[src/rtl/universal_shift_register.sv]
// WIDTH-bit universal register: parallel load, clear and multi-cycle shift/rotate
// sequences started by a one-cycle command, with busy/done progress flags.
module universal_shift_register #(
    parameter int               WIDTH     = 8,
    parameter int               AMT_W     = 4,
    parameter logic [WIDTH-1:0] RESET_VAL = '0
) (
    input  logic             clk,
    input  logic             rst,
    input  logic             start,
    input  logic [2:0]       mode,
    input  logic [AMT_W-1:0] amount,
    input  logic [WIDTH-1:0] din,
    input  logic             sin,
    output logic [WIDTH-1:0] q,
    output logic             sout_msb,
    output logic             sout_lsb,
    output logic             busy,
    output logic             done
);

    typedef enum logic [2:0] {
        OP_HOLD  = 3'b000,
        OP_LOAD  = 3'b001,
        OP_SHL   = 3'b010,
        OP_SHR   = 3'b011,
        OP_ROL   = 3'b100,
        OP_ROR   = 3'b101,
        OP_ASR   = 3'b110,
        OP_CLEAR = 3'b111
    } op_e;

    typedef enum logic {
        S_IDLE,
        S_RUN
    } state_e;

    state_e           state, state_nxt;
    op_e              op_q, op_nxt;
    logic [AMT_W-1:0] count, count_nxt;
    logic [WIDTH-1:0] q_nxt;
    logic             done_nxt;

    function automatic logic [WIDTH-1:0] step(input op_e op, input logic [WIDTH-1:0] v,
                                              input logic s);
        case (op)
            OP_SHL:  return {v[WIDTH-2:0], s};
            OP_SHR:  return {s, v[WIDTH-1:1]};
            OP_ROL:  return {v[WIDTH-2:0], v[WIDTH-1]};
            OP_ROR:  return {v[0], v[WIDTH-1:1]};
            OP_ASR:  return {v[WIDTH-1], v[WIDTH-1:1]};
            default: return v;
        endcase
    endfunction

    // NOTE: sequential state uses non-blocking assignments so every register
    // samples the pre-edge values, independent of statement order.
    always_ff @(posedge clk) begin
        if (rst) begin
            state <= S_IDLE;
            op_q  <= OP_HOLD;
            count <= '0;
            q     <= RESET_VAL;
            done  <= 1'b0;
        end else begin
            state <= state_nxt;
            op_q  <= op_nxt;
            count <= count_nxt;
            q     <= q_nxt;
            done  <= done_nxt;
        end
    end

    // NOTE: every output of this block gets a default first, so no path can
    // leave a value unassigned and infer a latch.
    always_comb begin
        state_nxt = state;
        op_nxt    = op_q;
        count_nxt = count;
        q_nxt     = q;
        done_nxt  = 1'b0;
        case (state)
            S_IDLE: begin
                if (start) begin
                    case (op_e'(mode))
                        OP_HOLD: done_nxt = 1'b1;
                        OP_LOAD: begin
                            q_nxt    = din;
                            done_nxt = 1'b1;
                        end
                        OP_CLEAR: begin
                            q_nxt    = '0;
                            done_nxt = 1'b1;
                        end
                        default: begin
                            // A zero-length shift completes immediately like HOLD.
                            if (amount == '0) begin
                                done_nxt = 1'b1;
                            end else begin
                                op_nxt    = op_e'(mode);
                                count_nxt = amount;
                                state_nxt = S_RUN;
                            end
                        end
                    endcase
                end
            end
            S_RUN: begin
                q_nxt     = step(op_q, q, sin);
                count_nxt = count - AMT_W'(1);
                if (count == AMT_W'(1)) begin
                    state_nxt = S_IDLE;
                    done_nxt  = 1'b1;
                end
            end
            default: state_nxt = S_IDLE;
        endcase
    end

    always_comb begin
        busy     = (state == S_RUN);
        sout_msb = q[WIDTH-1];
        sout_lsb = q[0];
    end

endmodule

[config.mk]
export PLATFORM = sky130hd
export DESIGN_NAME = universal_shift_register
export DESIGN_NICKNAME = d
export VERILOG_FILES = /design/src/rtl/universal_shift_register.sv
export SDC_FILE = /design/constraint.sdc
export NUM_CORES = 1
export LEC_CHECK = 0
export CAP_MARGIN = 0
export CORE_AREA = 2 2 51 53
export CTS_BUF_LIST = sky130_fd_sc_hd__clkbuf_8
export DETAILED_ROUTE_END_ITERATION = 12
export DIE_AREA = 0 0 53 55
export PLACE_DENSITY = 0.87
export SLEW_MARGIN = 20
export SYNTH_ARGS = -nofsm -noshare
export SYNTH_HDL_FRONTEND = slang
export SYNTH_SLANG_ARGS = --single-unit
[constraint.sdc]
create_clock -name clk -period 4 [get_ports clk]
set_input_delay 0.6 -clock clk [delete_from_list [all_inputs] [get_ports clk]]
set_output_delay 0.6 -clock clk [all_outputs]
set_load 0.05 [all_outputs]
Word level (Yosys, flattened, before mapping)

Cells that the tools add are included.

Bits in registers: 17
Latch bits: 0
Bits in writable memories: 0
Bits in read-only memories: 0
Input port bits: 19
Output and inout port bits: 12
Word-level logic and storage cells: 50
Memories kept: 0

Add/sub/neg operators: 1
Multipliers: 0
Divide/modulo/power cells: 0
$lt $le $gt $ge: 0
Equal/unequal tests: 15
Shift operators: 0
Multiplexer cells: 18
Bitwise operators: 3
Reductions and logical operators: 7

Operator list:

| operator                                                                | count |
|---|---|
| 8-bit case mux with 5 select lines                                      | 1 |
| 8-bit case mux with 2 select lines                                      | 2 |
| 3-bit == test, second input constant                                    | 4 |
| 4-bit 2-to-1 mux                                                        | 3 |
| 1-bit 2-to-1 mux                                                        | 8 |
| 8-bit 2-to-1 mux                                                        | 1 |
| 2-bit inequality test, second input constant                            | 4 |
| 4-bit case mux with 2 select lines                                      | 1 |
| 4-bit AND reduction                                                     | 2 |
| 3-bit by 2-bit == test with 1-bit output, second input constant         | 2 |
| 6-bit by 1-bit inequality test with 1-bit output, second input constant | 1 |
| 3-bit AND reduction                                                     | 2 |
| 5-bit by 1-bit inequality test with 1-bit output, second input constant | 1 |
| 4-bit by 1-bit == test with 1-bit output, second input constant         | 1 |
| 4-bit logical NOT                                                       | 1 |
| 1-bit case mux with 2 select lines                                      | 2 |
| 4-bit by 1-bit subtractor with 4-bit output, second input constant      | 1 |
| 3-bit by 1-bit == test with 1-bit output, second input constant         | 1 |
| 3-bit logical NOT                                                       | 1 |
| 3-bit by 1-bit inequality test with 1-bit output, second input constant | 1 |
| 1-bit NOT                                                               | 3 |
| 3-bit OR reduction                                                      | 1 |

Depth between registers and ports, before layout

Depth after elaboration: 5
Gate-level depth with buffers: 6
Gate-level depth less buffers: 6

Worst setup path before layout

Ideal clock, no wire load.

Path type: reg2reg
Start: register state (netlist: busy)
End: register q[1]
Library setup time: 91 ps
Arrival: 1618 ps
Data required time: 3909 ps
Slack: 2291 ps
Cell stages (with the launch flop): 7
Path buffers: 2
Clock period less this slack: 1709 ps
Cells stage by stage: dfxtp_1 > buf_2 > o21ai_1 > o22ai_2 > buf_2 > nor2_1 > a311oi_1

Cells in the longest elaborated chain, start to end: 3
Elaborated cells on any way between the ends: 6
Classes of those cells: 3 x eq/ne; 1 x mux; 1 x bitwise; 1 x reduce/logical

RTL lines:

| what                                                                                                              | RTL line | RTL |
|---|---|---|
| start, declared                                                                                                   | 38       | `state_e state, state_nxt;` |
| start signal, assigned                                                                                            | 66       | `state <= state_nxt;` |
| 1-bit NOT                                                                                                         | --       |  |
| 3-bit by 1-bit inequality test with 1-bit output (no source line) / 2-bit inequality test (equally long branches) | --       |  |
| 3-bit AND reduction (no source line)                                                                              | --       |  |
| end signal, assigned                                                                                              | 69       | `q <= q_nxt;` |
| end, declared                                                                                                     | 15       | `output logic [WIDTH-1:0] q,` |

Parallel ways exist; a longest one is shown, timed or not.
A chain may end at the register's enable or synchronous reset.

Worst setup path in the final report

Start: register state (netlist: busy)
End: output busy

RTL lines:

| what          | RTL line | RTL |
|---|---|---|
| end, declared | 18       | `output logic busy,` |

No word-level cell between the ends.

==> flow_metrics.py <==
metrics = {
    "clock_tree": {
        "cts_resized": 0,
        "htree_levels": 1,
        "cts_buffers": 3,
        "tritoncts": "yes",
        "clock_latency_ns": 0.25,
        "cts_setup_buffers": 0,
        "cts_buffer_depth": 2,
        "root_buffer": "clkbuf_8",
        "clk_pin_slew_ns": 0.07,
        "clock-sinks": 17,
        "holdBufCountCts": 0,
    },
    "timing": {
        "fmax_mhz": 406,
        "min_period_ns": 2.46,
        "final_max_slew_viol_count": 0,
        "finalHoldViolCount": 0,
        "hold-worst-slack_ns": 0.534,
        "clock_skew_ns": 0.00113,
        "fin_crit_sh_pct": 61.5,
        "rsz0062_at_grt": "no",
        "setup_viol": 0,
        "fin_tns_setup_ns": 0,
        "slew_headroom_pct": 54.6,
        "worstMarginPinSlew_ns": 0.679,
    },
    "global_routing": {
        "grt_first_pass_wirelength_um": 4530,
        "grt_use_total_pct": 21.0,
        "grt_max_degree": 21,
        "grt-ovfl-total": 0,
        "antenna_found_initial": 0,
        "grt_pass1_vias": 1090,
    },
    "worst_setup_path": {
        "end_kind": "primary output",
        "worstSetupStartpointType": "register",
        "crit_fanout": 20,
        "critical_path_class": "reg2out",
        "path_delay_family": "buffers and inverters",
        "critPathArrivalTime_ns": 1.86,
        "cpPeakStageDelay_ns": 0.92,
        "crit_required_ns": 3.40,
        "worstPathCellList": "clkdlybuf4s50_1",
        "critical_path_buf_inv_count": 1,
        "crit_path_top_delay_cell": "clkdlybuf4s50_1",
    },
    "route": {
        "drcViolationCount": 0,
        "wirelength_um": 2830,
        "post_drt_wl_per_cell_um": 14.8,
        "dr_total_vias": 1123,
        "drt-initial-drc-count": 22,
        "vias_per_cell": 5.88,
        "dr.pass1.iters": 4,
        "ant_nets": 0,
    },
    "flow_run": {
        "max-cap-violations": 0,
    },
    "die": {
        "die_w_um": 53,
        "pin_count": 31,
        "dieArea_mm2": 0.00292,
        "rows": 18,
        "start_util_pct": 50.8,
        "die_h_um": 55,
        "core_region_area_mm2": 0.00236,
    },
    "logic_synthesis": {
        "yosysSeqAreaShare_pct": 28.3,
        "ys_ff_latch": 17,
        "synth_area_leader_cell": "dfxtp_1",
        "async_flop_share_pct": 0,
        "syn_area_mm2": 0.00120,
        "synth_edf_count": 0,
        "ys_top_cells_by_area": "dfxtp_1, mux2i_1, nor2_1, mux2_1, a311oi_1",
        "postSynthCellCount": 137,
        "yosysWarnings": 0,
        "synth_nets": 158,
        "synthFlopType": "dfxtp_1",
        "synth_top_area_share_pct": 28.3,
        "syn_area_per_cell_um2": 8.78,
        "post_synth_num_cell_types": 42,
    },
    "final_layout": {
        "nets": 183,
        "stdcell_count": 191,
        "antenna_cells": 0,
        "layout.area.seq_um2": 340,
        "mostFrequentLayoutCell": "clkdlybuf4s50_1",
        "multi_input_area_um2": 798,
        "final_cell_mix": "clkdlybuf4s50_1, nor2_1, dfxtp_1",
        "num-fill-cells": 224,
        "fin_area_mm2": 0.00153,
        "drive_gt1_share_pct": 7.45,
        "syn_to_final_growth_pct": 27.3,
    },
    "placement": {
        "gp_congestion": 0.798,
        "place_area_mm2": 0.00148,
        "dp_hpwl_um": 2120,
        "io_buffers": 30,
        "place_inst": 187,
    },
    "power": {
        "internal_power_w": 0.000334,
        "p_per_area_mw_per_mm2": 337,
        "ir_worst_vdd_mv": 0.209,
        "power.switching_w": 0.000183,
        "p_leak_nw": 0.576,
        "p_clk_share_pct": 24.9,
        "seqPwrFrac_pct": 40.8,
        "share_comb_of_total_power_pct": 34.2,
        "switching_share_pct": 35.4,
    },
    "hold_path": {
        "min-delay-path-class": "reg2reg",
    },
    "outcome": {
        "outcome": "completed",
    },
}
[routing by layer]
metal	wire length, um	up-vias	GRT usage, %
li1	-	550	-
met1	1200	521	23.7
met2	1390	43	38.5
met3	183	9	3.23
met4	53	0	10.7
met5	0	-	0
[logic make-up (layout without fill, tap and decap cells)]
kind of cell    after synthesis  count (layout)  share of synthesized area, %
simple gates                 54              54                          26.0
compound gates               32              32                          20.7
mux                          17              17                          14.8
flops                        17              17                          28.3
buf+inv                      12              36                          5.31
xor+xnor                      3               3                          2.81
fa+ha+maj                     2               2                          2.08
[layout make-up]
type / count / area share (%)
clock buffers: 3 / 2.70
multi-input cells: 108 / 52.2
flip-flops and latches: 17 / 22.2
inverters: 2 / 0.491
well taps: 30 / 2.45
repair buffers: 30 / 19.6
clock inverters: 1 / 0.327
[worst paths after layout]
kind / start / to / slack, ns / depth (start not counted)
max: busy$_SDFF_PP0_ / busy / 1.54 / 1
min: count[2]$_SDFFE_PP0P_ / count[2]$_SDFFE_PP0P_ / 0.53 / 2
max reg2reg: busy$_SDFF_PP0_ / q[2]$_SDFFE_PP0P_ / 2.16 / 4
min reg2reg: count[2]$_SDFFE_PP0P_ / count[2]$_SDFFE_PP0P_ / 0.53 / 2
[power by group through the flow]
stage	registers, W	clock network (W)	logic (W)
2_1_floorplan	0.000233	0	0.000101
3_3_place_gp	0.000212	0	0.000171
3_5_place_dp	0.000214	0	0.000176
4_1_cts	0.000210	0.000132	0.000177
5_1_grt	0.000214	0.000142	0.000190
6_report	0.000211	0.000129	0.000177
[metrics by stage]
stage          power, W  worst slack [ns]  utilization (%)
2_1_floorplan  0.000334              2.29                -
3_3_place_gp   0.000383              1.74             62.8
3_5_place_dp   0.000390              1.58             62.8
4_1_cts        0.000519              1.54             64.7
5_1_grt        0.000546              1.44             64.7
6_report       0.000516              1.54             64.7
[flip-flops by register name, summed over array words and instances, names as in the netlist]
| name | count |
|---|---|
| q | 8 |
| count | 4 |
| op_q | 3 |
| busy | 1 |
| done | 1 |
[synth_stat cells (all sizes together), types with 3 or more instances]
library cell	instances
a21oi	7
a2bb2oi	6
a311oi	8
buf	7
clkbuf	3
dfxtp	17
mux2	6
mux2i	11
nand2	11
nand3b	3
nor2	18
nor2b	3
nor3	3
nor3b	3
o21ai	3
xor2	3
No activity file was read; power rests on OpenSTA's default activity.
